===== src/rtl/calc2_pkg.sv =====
// Shared types and defaults for the calc2 responder.
// The optional duplicate-tag check (CALC2_RESP_TAG_CHECK_EN) lives in the responder and FIFO.
package calc2_pkg;

  typedef enum logic [3:0] {
    CMD_IDLE = 4'd0,
    CMD_ADD  = 4'd1,
    CMD_SUB  = 4'd2,
    CMD_SHL  = 4'd5,
    CMD_SHR  = 4'd6
  } cmd_e;

  typedef enum logic [1:0] {
    RESP_NONE = 2'd0,
    RESP_OK   = 2'd1,
    RESP_ERR  = 2'd2
  } resp_e;

  typedef struct packed {
    resp_e       resp;
    logic [31:0] data;
    logic [1:0]  tag;
  } resp_entry_t;

  localparam int ARITH_LAT_DEF  = 2;
  localparam int SHIFT_LAT_DEF  = 4;
  localparam int FIFO_DEPTH_DEF = 4;

  localparam resp_entry_t RESP_IDLE = '{resp: RESP_NONE, data: 32'd0, tag: 2'd0};

endpackage


===== src/rtl/calc2_resp_fifo.sv =====
// Response FIFO: two write ports (port 0 lands first), one pop per cycle, sticky overflow.
// With CALC2_RESP_TAG_CHECK_EN an ownership bit travels alongside each entry.
module calc2_resp_fifo
  import calc2_pkg::*;
#(
  parameter int DEPTH = FIFO_DEPTH_DEF
) (
  input  logic        c_clk,
  input  logic        reset,
  input  logic        w0_vld,
  input  resp_entry_t w0_data,
  input  logic        w1_vld,
  input  resp_entry_t w1_data,
`ifdef CALC2_RESP_TAG_CHECK_EN
  input  logic        w0_own,
  input  logic        w1_own,
  output logic        head_own,
`endif
  input  logic        pop,
  output logic        empty,
  output resp_entry_t head
);

  localparam int PW = (DEPTH > 1) ? $clog2(DEPTH) : 1;
  localparam int CW = $clog2(DEPTH + 1);

  resp_entry_t   mem [DEPTH];
  logic [PW-1:0] wr_ptr, rd_ptr;
  logic [CW-1:0] cnt;
  logic          ovf;
  logic          acc0, acc1, do_pop;
  int            avail;

  function automatic logic [PW-1:0] inc(input logic [PW-1:0] p);
    return (p == PW'(DEPTH - 1)) ? '0 : p + 1'b1;
  endfunction

  // A slot freed by this cycle's pop is reusable by this cycle's writes.
  always_comb begin
    do_pop = pop && (cnt != '0);
    avail  = DEPTH - int'(cnt) + (do_pop ? 1 : 0);
    acc0   = w0_vld && (avail >= 1);
    acc1   = w1_vld && (avail >= (acc0 ? 2 : 1));
  end

  always_ff @(posedge c_clk) begin
    if (acc0) mem[wr_ptr] <= w0_data;
    if (acc1) mem[acc0 ? inc(wr_ptr) : wr_ptr] <= w1_data;
  end

`ifdef CALC2_RESP_TAG_CHECK_EN
  logic own_mem [DEPTH];
  always_ff @(posedge c_clk) begin
    if (acc0) own_mem[wr_ptr] <= w0_own;
    if (acc1) own_mem[acc0 ? inc(wr_ptr) : wr_ptr] <= w1_own;
  end
  assign head_own = own_mem[rd_ptr];
`endif

  always_ff @(posedge c_clk or negedge reset) begin
    if (!reset) begin
      wr_ptr <= '0;
      rd_ptr <= '0;
      cnt    <= '0;
      ovf    <= 1'b0;
    end else begin
      if (acc0 && acc1)     wr_ptr <= inc(inc(wr_ptr));
      else if (acc0 || acc1) wr_ptr <= inc(wr_ptr);
      if (do_pop) rd_ptr <= inc(rd_ptr);
      cnt <= cnt + CW'(acc0) + CW'(acc1) - CW'(do_pop);
      ovf <= ovf | (w0_vld & ~acc0) | (w1_vld & ~acc1);
    end
  end

  assign empty = (cnt == '0);
  assign head  = mem[rd_ptr];

endmodule


===== src/rtl/calc2_responder.sv =====
// calc2 responder: two-cycle request capture, arith/shift pipelines, completion-order responses.
// Define CALC2_RESP_TAG_CHECK_EN to reject requests whose tag is still outstanding.
module calc2_responder
  import calc2_pkg::*;
#(
  parameter int ARITH_LAT  = ARITH_LAT_DEF,
  parameter int SHIFT_LAT  = SHIFT_LAT_DEF,
  parameter int FIFO_DEPTH = FIFO_DEPTH_DEF
) (
  input  logic        c_clk,
  input  logic        reset,
  input  logic [3:0]  req_cmd_in,
  input  logic [31:0] req_data_in,
  input  logic [1:0]  req_tag_in,
  output logic [1:0]  out_resp,
  output logic [31:0] out_data,
  output logic [1:0]  out_tag
);

  typedef enum logic {ST_IDLE, ST_OP2} state_e;

  state_e      state, state_nxt;
  logic [3:0]  cmd_q;
  logic [31:0] op1_q;
  logic [1:0]  tag_q;
  logic        issue, dup, is_shift, empty;
  logic [32:0] sum;
  resp_entry_t ar_res, sh_res, head;

  always_ff @(posedge c_clk or negedge reset) begin
    if (!reset) state <= ST_IDLE;
    else        state <= state_nxt;
  end

  always_comb begin
    state_nxt = state;
    issue     = 1'b0;
    case (state)
      ST_IDLE: if (req_cmd_in != CMD_IDLE) state_nxt = ST_OP2;
      ST_OP2: begin
        issue     = 1'b1;
        state_nxt = ST_IDLE;
      end
      default: state_nxt = ST_IDLE;
    endcase
  end

  always_ff @(posedge c_clk or negedge reset) begin
    if (!reset) begin
      cmd_q <= '0;
      op1_q <= '0;
      tag_q <= '0;
    end else if (state == ST_IDLE && req_cmd_in != CMD_IDLE) begin
      cmd_q <= req_cmd_in;
      op1_q <= req_data_in;
      tag_q <= req_tag_in;
    end
  end

`ifdef CALC2_RESP_TAG_CHECK_EN
  logic [3:0] outstanding, set_mask, clr_mask;
  logic       head_own;

  // Only the request that set a tag's bit may clear it; a rejected duplicate never owns it.
  always_comb begin
    set_mask = (issue && !dup) ? (4'd1 << tag_q) : 4'd0;
    clr_mask = (!empty && head_own) ? (4'd1 << head.tag) : 4'd0;
  end

  always_ff @(posedge c_clk or negedge reset) begin
    if (!reset) outstanding <= '0;
    else        outstanding <= (outstanding & ~clr_mask) | set_mask;
  end
`endif

  // Result is formed from op1 and the live op2 word on the issue cycle.
  always_comb begin
    dup = 1'b0;
`ifdef CALC2_RESP_TAG_CHECK_EN
    dup = outstanding[tag_q];
`endif
    sum      = {1'b0, op1_q} + {1'b0, req_data_in};
    is_shift = !dup && (cmd_q == CMD_SHL || cmd_q == CMD_SHR);
    ar_res      = RESP_IDLE;
    ar_res.resp = RESP_ERR;
    ar_res.tag  = tag_q;
    if (!dup) begin
      case (cmd_q)
        CMD_ADD: if (!sum[32]) begin
          ar_res.resp = RESP_OK;
          ar_res.data = sum[31:0];
        end
        CMD_SUB: if (req_data_in <= op1_q) begin
          ar_res.resp = RESP_OK;
          ar_res.data = op1_q - req_data_in;
        end
        default: ;
      endcase
    end
    sh_res.resp = RESP_OK;
    sh_res.tag  = tag_q;
    sh_res.data = (cmd_q == CMD_SHL) ? (op1_q << req_data_in[4:0]) : (op1_q >> req_data_in[4:0]);
  end

  // Stage 0 is the issue cycle itself; stage LAT-1 writes the FIFO on edge T+LAT-1.
  for (genvar i = 0; i < ARITH_LAT; i++) begin : g_ar
    logic        v;
    resp_entry_t e;
`ifdef CALC2_RESP_TAG_CHECK_EN
    logic        o;
`endif
    if (i == 0) begin : g_in
      assign v = issue && !is_shift;
      assign e = ar_res;
`ifdef CALC2_RESP_TAG_CHECK_EN
      assign o = !dup;
`endif
    end else begin : g_reg
      always_ff @(posedge c_clk or negedge reset) begin
        if (!reset) begin
          v <= 1'b0;
          e <= RESP_IDLE;
`ifdef CALC2_RESP_TAG_CHECK_EN
          o <= 1'b0;
`endif
        end else begin
          v <= g_ar[i-1].v;
          e <= g_ar[i-1].e;
`ifdef CALC2_RESP_TAG_CHECK_EN
          o <= g_ar[i-1].o;
`endif
        end
      end
    end
  end

  for (genvar i = 0; i < SHIFT_LAT; i++) begin : g_sh
    logic        v;
    resp_entry_t e;
    if (i == 0) begin : g_in
      assign v = issue && is_shift;
      assign e = sh_res;
    end else begin : g_reg
      always_ff @(posedge c_clk or negedge reset) begin
        if (!reset) begin
          v <= 1'b0;
          e <= RESP_IDLE;
        end else begin
          v <= g_sh[i-1].v;
          e <= g_sh[i-1].e;
        end
      end
    end
  end

  calc2_resp_fifo #(.DEPTH(FIFO_DEPTH)) u_fifo (
    .c_clk   (c_clk),
    .reset   (reset),
    .w0_vld  (g_ar[ARITH_LAT-1].v),
    .w0_data (g_ar[ARITH_LAT-1].e),
    .w1_vld  (g_sh[SHIFT_LAT-1].v),
    .w1_data (g_sh[SHIFT_LAT-1].e),
`ifdef CALC2_RESP_TAG_CHECK_EN
    .w0_own  (g_ar[ARITH_LAT-1].o),
    .w1_own  (1'b1),
    .head_own(head_own),
`endif
    .pop     (1'b1),
    .empty   (empty),
    .head    (head)
  );

  always_ff @(posedge c_clk or negedge reset) begin
    if (!reset) begin
      out_resp <= '0;
      out_data <= '0;
      out_tag  <= '0;
    end else if (!empty) begin
      out_resp <= head.resp;
      out_data <= head.data;
      out_tag  <= head.tag;
    end else begin
      out_resp <= '0;
      out_data <= '0;
      out_tag  <= '0;
    end
  end

endmodule


===== config.mk =====
export PLATFORM = sky130hd
export DESIGN_NAME = calc2_responder
export DESIGN_NICKNAME = d
export VERILOG_FILES = /design/src/rtl/calc2_pkg.sv /design/src/rtl/calc2_resp_fifo.sv /design/src/rtl/calc2_responder.sv
export SDC_FILE = /design/constraint.sdc
export NUM_CORES = 1
export LEC_CHECK = 0
export BUFFER_PORTS_ARGS = -buffer_cell sky130_fd_sc_hd__buf_2
export CAP_MARGIN = 40
export CORE_UTILIZATION = 43
export DETAILED_ROUTE_END_ITERATION = 10
export SETUP_SLACK_MARGIN = 0.5
export SYNTH_ARGS = -nofsm -noshare
export SYNTH_HDL_FRONTEND = slang
export SYNTH_SLANG_ARGS = --single-unit

===== constraint.sdc =====
create_clock -name c_clk -period 7.3 [get_ports c_clk]
set_clock_uncertainty 0.15 [all_clocks]
set_input_delay 0.73 -clock c_clk [delete_from_list [all_inputs] [get_ports c_clk]]
set_output_delay 0.73 -clock c_clk [all_outputs]
set_load 0.03 [all_outputs]

==> results of run 1 <==
[registers in the layout, summed over array words and instances, names as in the netlist, 2 cells and up]
name	flops
cmd_q	4
op1_q	32
u_fifo.cnt	3
g_sh.v	3
tag_q	2
out_tag	2
out_resp	2
u_fifo.wr_ptr	2
g_sh.e	105
u_fifo.mem	144
u_fifo.rd_ptr	2
out_data	32
g_ar.e	34
[cell type report]
| type | instances | area (um^2) |
|---|---|---|
| Clock buffer | 63 | 1200 |
| Clock inverter | 14 | 179 |
| Fill cell | 4430 | 25200 |
| Inverter | 119 | 447 |
| Multi-Input combinational cell | 1341 | 10600 |
| Sequential cell | 369 | 9920 |
| Tap cell | 664 | 831 |
| Timing Repair Buffer | 104 | 716 |
[where the power goes]
part / internal, mW / switching, mW / total (mW)
combinational: 1.34 / 2.05 / 3.40
clock: 1.25 / 0.852 / 2.11
sequential: 2.75 / 0.438 / 3.18
[through the flow]
step                      cells  power (mW)  hold WS, ns  utilization (%)  setup slack, ns
final                      2674        8.69       0.0161             48.6             1.42
after floorplan            1962        5.45        0.181                -             1.54
after global placement     2592        6.50        0.181             45.6             1.49
after detailed placement   2597        6.59        0.185             45.8             1.50
after CTS                  2674        8.74       0.0967             48.6             1.46
after global routing       2674        9.20        0.118             48.6             1.06
[worst max-delay path, stage by stage (launching register included)]
cell      delay, ns
dfrtp_1        0.42
inv_1          0.10
ha_1           0.21
ha_1           0.22
inv_1          0.24
ha_1           0.23
and3b_1        0.20
inv_1          0.05
ha_1           0.26
nor4bb_1       0.35
nand3_1        0.17
a21o_1         0.19
o311a_1        0.46
inv_1          0.23
ha_1           0.15
inv_1          0.04
a211oi_1       0.21
o21ai_0        0.13
a21bo_2        0.26
nor2_2         0.11
buf_4          0.44
or2_2          0.51
buf_16         0.24
[logic make-up after synthesis]
| family | share of synthesized area (%) |
|---|---|
| buffers and inverters | 4.79 |
| AND/OR/NAND/NOR | 11.1 |
| AO/OA/AOI/OAI | 14.7 |
| other | 0.0174 |
| adder cells (fa/ha/maj) | 5.19 |
| flip-flops | 46.0 |
| multiplexers | 17.9 |
| XOR/XNOR | 0.244 |
[routing by layer]
metal	track usage [%]	vias to the layer above	part of all wire, %
met5	0	-	0.018
li1	-	7233	-
met2	38.8	652	46
met1	33.4	7889	43
met3	4.38	95	7.0
met4	10.0	2	4.1
[cell usage after synthesis, types with 8 or more instances]
library cell,instances,area (um^2)
mux2i_1,161,1610
nand2_1,182,683
or2_2,8,50.1
a21oi_1,125,626
o21a_1,10,75.1
mux2_2,48,541
a221oi_1,24,210
nand3_1,14,70.1
or3_1,14,87.6
o22a_1,11,96.3
nor3_1,27,135
dfrtp_1,225,5630
edfxtp_1,140,4200
o22ai_1,13,81.3
inv_1,114,428
a31oi_1,8,50.1
nor2b_1,16,100
o211ai_1,10,75.1
a22o_1,36,315
nand2b_1,17,106
nor2_1,147,552
o21ai_0,63,315
buf_1,13,48.8
and3_1,9,56.3
a211oi_1,13,97.6
buf_2,35,175
clkbuf_1,79,297
mux4_2,76,1710
a21o_1,25,188
a31o_2,10,87.6
ha_1,83,1040
and2_1,46,288
nand4_1,10,62.6
[how the worst max path moves through the flow]
stage / slack (ns) / startpoint / end / cells after the start
global placement: 1.49 / u_fifo.cnt[0] / u_fifo.mem[3][29] / 21
finish: 1.42 / u_fifo.cnt[0] / u_fifo.mem[3][19] / 22
CTS: 1.46 / u_fifo.cnt[0] / u_fifo.mem[3][19] / 22
detailed placement: 1.50 / u_fifo.cnt[0] / u_fifo.mem[3][29] / 22
global route: 1.06 / u_fifo.cnt[0] / u_fifo.mem[3][22] / 22
floorplan: 1.54 / u_fifo.cnt[0] / u_fifo.mem[2][0] / 25
==> flow_summary.yaml, run 1 <==
layout:
  fin_area_um2: 23900
  final_cell_mix: "224 x dfrtp_1, 182 x nand2_1, 161 x mux2i_1"
  final_common_cell: "dfrtp_1"
  area_delta_synth_final_pct: 11.0
  nets: 2104
  antenna_cells: 0
  drive_above_1_share_pct: 17.2
routing:
  ant_nets: 0
  wire_per_inst_um: 22.9
  drt_pre_antenna_iters: 6
  wirelength_um: 61200
  route.detailed.drc: 0
  routed_via_density: 5.94
  drt_iter0_markers: 1475
  vias: 15900
cts:
  h-tree-depth: 2
  clk_latency_ns: 0.57
  cts_tree: "yes"
  cts_root_buf: "clkbuf_16"
  post_cts_resize_count: 0
  numCtsBuffers: 42
  cts_buffer_depth: 3
  clock-sinks: 369
  path_clk_slew_ns: 0.06
  post_cts_buffers: 0
  hold_buffers: 0
floorplanning:
  num_io_pins: 76
  die_h_um: 226
  die_width_um: 226
  die_area_um2: 51000
  row_count: 81
  start_util_pct: 43.8
  core-area_um2: 49200
synthesis:
  synth_nets: 2089
  synth_cell_types: 91
  ys_seq_elements: 369
  syn_area_per_cell_um2: 11.0
  ys_warn_count: 0
  ys_seq_area_share_pct: 46.0
  dominantRegCellSynth: "dfrtp_1"
  synth_area_um2: 21500
  netlist_instances: 1962
  synth_edf_count: 140
  async_flop_share_pct: 61.0
critical_path:
  cp_max_fo: 37
  reg2reg_to: "u_fifo.mem[3][19]"
  crit_arrival_ns: 5.99
  r2r_slack_ns: 1.42
  rr_worst_depth: 22
  criticalPathCategory: "flip-flop to flip-flop"
  timing.rr.start: "u_fifo.cnt[0]"
  cp-start-kind: "flip-flop"
  crit_path_end_kind: "flip-flop"
  worstPathRequired_ns: 7.41
placement:
  gp_congestion: 0.937
  dpl-instance-area_um2: 22500
  io_buffers: 75
  dp_hpwl_um: 42600
sta:
  fin_crit_ns: 5.88
  timing.fmax_mhz: 170
  slew_headroom_pct: 39.7
  rsz0062_at_grt: "false"
  finalHoldViolations: 0
  tightest_slew_ns: 0.905
  post-route-period-util_pct: 80.6
  tns_ns: 0
  slew_viol_final: 0
  setup_viol: 0
grt:
  grt_usage_pct: 24.6
  grt_max_degree: 126
  grt_pass1_wl_um: 94600
  grt_pass1_vias: 15400
  grt_overflow: 0
  antenna_found_initial: 1
pwr:
  peakVddDrop_v: 0.000197
  cellLeakagePower_nw: 10.4
  power.density_nw_per_um2: 363
job:
  max_cap_violations: 0
hold_path:
  hold_class: "input port to async pin"
outcome:
  status: "finished clean"
(Power assumes the default switching activity.)
==> run 2: changes to the inputs <==
clock period = 5 ns   (was 7.3 ns; I/O delays follow)
==> run 2 against run 1 <==
  * Clock-buffer cell count decreased by 8
  * Flip-flop and latch count unchanged
  * Register-to-register slack got worse by 0.87 ns
  * Clock power increased by 50%
  * Die area unchanged
  * Largest cell class unchanged
  * Largest power group unchanged
==> flow_summary.yaml, run 2 (same netlist as run 1, synthesis figures left out) <==
critical_path:
  rr_worst_depth: 9
  criticalPathCategory: "flip-flop to flip-flop"
  crit_arrival_ns: 4.71
  crit_family: "compound AO/OA/AOI/OAI gates"
  crit_path_end_kind: "flip-flop"
  reg2reg_to: "g_ar[1].e[16]"
  cp_max_fo: 22
  r2r_slack_ns: 0.54
  cp_cell_sequence: "ha_1, nor3_1, o311a_1, o311ai_2, a41oi_2, o41ai_4, a31o_2, a32oi_1, a2bb2oi_1"
  slowest_delay_ns: 0.62
  cp_num_buf_inv: 0
  cpMaxStageDelayCell: "a31o_2"
  cp-start-kind: "flip-flop"
  setup.worst_path.start: "op1_q[3]"
  worst-path-stages: 9
  timing.rr.start: "op1_q[3]"
  worstPathRequired_ns: 5.26
sta:
  fin_crit_ns: 4.46
  finalHoldViolations: 0
  post-route-period-util_pct: 89.1
  tightest_slew_ns: 0.900
  slew_viol_final: 0
  setup_viol: 0
  slew_headroom_pct: 40.0
  tns_ns: 0
  rsz0062_at_grt: "false"
  timing.fmax_mhz: 224
pwr:
  clkPwrFrac_pct: 24.4
  internal_power_mw: 7.98
  peakVddDrop_v: 0.000355
  p_sw_mw: 4.94
  p_comb_share_pct: 40.2
  power.density_nw_per_um2: 530
  sequentialPowerShare_pct: 35.4
  cellLeakagePower_nw: 10.6
  total_power_mw: 12.9
  swShare_pct: 38.3
routing:
  routed_via_density: 5.85
  ant_nets: 0
  route.detailed.drc: 0
  wirelength_um: 58200
  drt_pre_antenna_iters: 7
  vias: 15800
  drt_iter0_markers: 1581
  wire_per_inst_um: 21.6
layout:
  drive_above_1_share_pct: 19.7
  nets: 2131
  area_delta_synth_final_pct: 13.2
  final_cell_mix: "223 x dfrtp_1, 179 x nand2_1, 161 x mux2i_1"
  largest_register_ffs: 144
  reg_top3: "u_fifo.mem: 144 flops, g_sh.e: 105 flops, g_ar.e: 34 flops"
  top_register: "u_fifo.mem"
  final_common_cell: "dfrtp_1"
  antenna_cells: 0
  final_util_pct: 49.6
  finalNonFillerCells: 2702
  fin_area_um2: 24400
cts:
  clock-sinks: 369
  cts_buffer_depth: 3
  cts_tree: "yes"
  numCtsBuffers: 42
  path_clk_slew_ns: 0.06
  clk_latency_ns: 0.57
  h-tree-depth: 2
  cts_root_buf: "clkbuf_16"
placement:
  place_inst: 2607
  io_buffers: 75
  dpl-instance-area_um2: 22700
  gp_congestion: 0.937
  dp_hpwl_um: 40500
floorplanning:
  die_h_um: 226
  die_width_um: 226
  start_util_pct: 43.8
  row_count: 81
  num_io_pins: 76
  core-area_um2: 49200
  die_area_um2: 51000
grt:
  grt_usage_pct: 23.2
  antenna_found_initial: 2
  grt_max_degree: 117
  grt_pass1_wl_um: 91100
  grt_pass1_vias: 15400
  grt_overflow: 0
hold_path:
  holdCritStartpoint: "req_cmd_in[2]"
  min_delay_path_depth: 2
  hold_class: "input port to flip-flop"
  whs_endpoint: "cmd_q[2]"
outcome:
  status: "finished clean"
job:
  max_cap_violations: 0
==> run 2: changes by cell type in the layout (fill, tap and decap cells not counted), moves of 5 or more <==
cell / change
ha_4: +6
inv_1: -5
ha_1: -6
clkinv_2: +9
clkbuf_1: -9
buf_4: +23
==> run 2: worst max path at each step <==
stage	to	slack, ns
final	g_ar[1].e[16]	0.54
after global routing	u_fifo.mem[2][18]	0.47
after CTS	u_fifo.cnt[2]	0.51
after detailed placement	u_fifo.mem[0][32]	0.21
after global placement	u_fifo.mem[0][9]	0.28
after floorplan	u_fifo.cnt[2]	0.52
==> run 2: power by group through the flow <==
stage          Clock, mW  Sequential [mW]  Combinational (mW)
2_1_floorplan          0             4.68                3.40
3_3_place_gp           0             4.66                4.88
3_5_place_dp           0             4.63                5.05
4_1_cts             3.23             4.56                5.09
5_1_grt             3.34             4.66                5.66
6_report            3.16             4.57                5.19
==> run 2: layout make-up <==
cell class / instances / area [um^2]
Inverter: 119 / 459
Clock buffer: 55 / 1200
Sequential cell: 369 / 9920
Fill cell: 4413 / 24800
Timing Repair Buffer: 131 / 938
Multi-Input combinational cell: 1341 / 10800
Clock inverter: 23 / 241
Tap cell: 664 / 831
==> run 2: stage by stage <==
stage               hold slack, ns  setup WS [ns]
global placement             0.182          0.277
floorplan                   0.0544          0.516
CTS                        0.00176          0.509
finish                      0.0246          0.545
detailed placement           0.185          0.214
global route                0.0230          0.468
==> run 2: layer usage <==
metal,vias up,wire (um),GRT usage [%]
met5,-,13,0
met2,506,27500,37.5
li1,7286,-,-
met3,88,2990,2.89
met4,2,1590,6.93
met1,7912,26200,32.6
==> run 2: repair_timing <==
action                                 in CTS  in global routing
setup endpoints to repair                 122                287
resized for setup                           3                 11
buffers inserted                            1                 14
endpoints found under the hold margin     110                  0
pin swaps                                   1                  6
hold buffers                                2                  0
==> run 3: changes to the inputs <==
SYNTH_HIERARCHICAL = 1   (was default)
==> run 3 against run 2 <==
  * Die area decreased by 1.2%
  * Final cell count decreased by 5.5%
  * Combinational power decreased by 4.6%
  * First-iteration DRC count decreased by 29%
  * Largest cell class unchanged
  * Largest power group unchanged
  * Highest routed layer unchanged
==> flow_summary.yaml, run 3 <==
synthesis:
  ys_seq_area_share_pct: 46.8
  synth.most_common_cell: "dfrtp_1"
  ys_top_cells_by_count: "225 x dfrtp_1, 144 x edfxtp_1, 130 x a21oi_1"
  ys_top_cells_by_area: "dfrtp_1 26%, edfxtp_1 20%, mux2_4 6.1%"
  synthAdderAreaFrac_pct: 4.93
  async_flop_share_pct: 61.0
  synth.top_cell.area_share_pct: 26.5
  synthMuxAreaShare_pct: 20.5
  ys_warn_count: 6
  synthXorXnorAreaFrac_pct: 0.329
  synth_simple_gate_area_share_pct: 9.25
  ys_seq_elements: 369
  syn_area_per_cell_um2: 11.8
  synth_compound_area_share_pct: 13.7
  synth_area_um2: 21300
  netlist_instances: 1808
  synth_edf_count: 144
  synth_cell_types: 90
  synth_top_area_cell: "dfrtp_1"
  dominantRegCellSynth: "dfrtp_1"
  synth_top_family_by_area: "multiplexers"
sta:
  setup_viol: 0
  whs_ns: 0.0430
  tns_ns: 0
  rsz0062_at_grt: "true"
  slew_viol_final: 0
  fin_ws_ns: 0.669
  post-route-period-util_pct: 86.6
  tightest_slew_ns: 0.824
  fin_crit_ns: 4.33
  finalHoldViolations: 0
  slew_headroom_pct: 45.0
  timing.fmax_mhz: 231
cts:
  clock-sinks: 369
  cts_tree: "yes"
  numCtsBuffers: 40
  h-tree-depth: 2
  path_clk_slew_ns: 0.06
  cts_root_buf: "clkbuf_16"
  cts_buffer_depth: 3
  clk_latency_ns: 0.56
pwr:
  power.density_nw_per_um2: 526
  p_comb_share_pct: 39.6
  swShare_pct: 36.9
  clkPwrFrac_pct: 23.4
  sequentialPowerShare_pct: 37.1
  internal_power_mw: 7.90
  p_sw_mw: 4.61
  cellLeakagePower_nw: 9.81
  peakVddDrop_v: 0.000314
grt:
  grt_usage_pct: 21.8
  antenna_found_initial: 4
  grt_overflow: 0
  grt_pass1_vias: 14500
  grt_pass1_wl_um: 84800
  grt_max_degree: 112
routing:
  route.detailed.drc: 0
  drt_iter0_markers: 1117
  wirelength_um: 54200
  ant_nets: 0
  drt_pre_antenna_iters: 7
  vias: 14400
  wire_per_inst_um: 21.2
  routed_via_density: 5.65
floorplanning:
  die_area_um2: 50400
  core-area_um2: 48800
  die_h_um: 224
  die_width_um: 224
  start_util_pct: 43.6
  row_count: 81
  num_io_pins: 76
critical_path:
  slowest_delay_ns: 0.37
  cp_cell_sequence: "inv_2, ha_2, ha_4, nor2b_4, ha_1, ha_4, nand2b_1, a211o_1, o311a_4, clkinv_8, ha_1, nand2b_1, a211o_1, o2111ai_1, or2_4, nor3b_4, buf_12, buf_12, mux2_2"
  cp_max_fo: 19
  crit_path_end_kind: "flip-flop"
  cpMaxStageDelayCell: "dfrtp_1"
  crit_arrival_ns: 4.49
  criticalPathCategory: "flip-flop to flip-flop"
  worstPathRequired_ns: 5.16
  cp-start-kind: "flip-flop"
layout:
  largest_register_ffs: 144
  top_register: "u_fifo/mem"
  final_util_pct: 48.7
  fin_area_um2: 23800
  drive_above_1_share_pct: 24.7
  antenna_cells: 0
  reg_top3: "u_fifo/mem: 144 flops, g_sh.e: 105 flops, g_ar.e: 34 flops"
  nets: 1979
  final_common_cell: "dfrtp_1"
  area_delta_synth_final_pct: 11.7
  final_cell_mix: "224 x dfrtp_1, 144 x edfxtp_1, 129 x a21oi_1"
placement:
  io_buffers: 75
  gp_congestion: 0.935
  dp_hpwl_um: 38700
  dpl-instance-area_um2: 22300
  pre_cts_slack_ns: 0.265
hold_path:
  hold_class: "input port to flip-flop"
outcome:
  status: "finished clean"
job:
  max_cap_violations: 0
-- run 3: cell types whose count changed after synthesis, moves of 31 or more --
cell / before / now
nand2_1: 182 / 73
mux2_4: 0 / 87
mux2i_1: 161 / 90
mux2_2: 48 / 101
o21ai_0: 63 / 111
inv_1: 114 / 72
a22o_1: 36 / 0
and2_1: 46 / 10
nor2b_1: 16 / 49
mux4_2: 76 / 45
-- run 3: layout make-up --
type	instances	area (um^2)
tap	664	831
timing repair buffer	116	838
multi-input combinational	1253	10500
fill	4440	25100
inverter	77	302
clock inverter	17	158
sequential	369	9960
clock buffer	57	1190
-- run 3: path summary, 6_finish.rpt --
| check | start | end | slack, ns | cells past startpoint |
|---|---|---|---|---|
| setup / recovery | u_fifo/cnt[1] | u_fifo/mem[2][0] | 0.67 | 19 |
| hold / removal | req_cmd_in[3] | cmd_q[3] | 0.04 | 2 |
| setup reg to reg | u_fifo/cnt[1] | u_fifo/mem[2][0] | 0.67 | 19 |
| hold reg to reg | g_sh[2].e[21] | g_sh[3].e[21] | 0.19 | 0 |
| max in group asynchronous | reset | g_sh[2].e[7] | 3.32 | 3 |
| min in group asynchronous | reset | out_resp[0] | 0.33 | 2 |
-- run 3: kinds of logic (layout without fill, tap and decap cells) --
group | Yosys count | count (layout)
AO/OA/AOI/OAI | 444 | 445
AND/OR/NAND/NOR | 389 | 389
flip-flops | 369 | 369
multiplexers | 323 | 323
buffers and inverters | 191 | 267
adder cells (fa/ha/maj) | 82 | 82
XOR/XNOR | 8 | 8
other | 2 | 6
-- run 3: worst max-delay path, delay by kind of cell (launching register included) --
kind                       cells  cell delay [ns]
buffers and inverters          4             0.51
adders and majority gates      5             0.84
and+or+nand+nor                5             0.92
DFF                            1             0.37
muxes                          1             0.35
AOI/OAI and AO/OA              4             0.92
-- run 3: metrics by stage --
| stage | total power [mW] | std cells |
|---|---|---|
| 2_1_floorplan | 8.11 | 1812 |
| 3_3_place_gp | 9.48 | 2470 |
| 3_5_place_dp | 9.56 | 2470 |
| 4_1_cts | 12.6 | 2553 |
| 5_1_grt | 13.2 | 2553 |
| 6_report | 12.5 | 2553 |
-- run 3: power groups by stage --
stage | clock, mW | combinational [mW] | sequential (mW)
after floorplan | 0 | 3.38 | 4.74
after global placement | 0 | 4.81 | 4.67
after detailed placement | 0 | 4.85 | 4.70
after CTS | 3.02 | 4.92 | 4.65
after global routing | 3.14 | 5.37 | 4.74
final | 2.92 | 4.95 | 4.64
-- run 3: routing by layer --
| metal | up-vias | part of all wire (%) | track usage [%] |
|---|---|---|---|
| met3 | 87 | 4.1 | 2.85 |
| met4 | 2 | 2.9 | 7.46 |
| li1 | 6806 | - | - |
| met2 | 360 | 47 | 35.3 |
| met1 | 7171 | 46 | 30.2 |
| met5 | - | 0.024 | 0 |
-- run 3: what timing repair did --
item                                    CTS  global route
gates cloned                              1             0
setup buffers                             5             0
pin swaps                                 2             1
resized for setup                         8             9
endpoints found under the setup margin  244           286
hold buffers                              3             0
hold endpoints to repair                 68             0
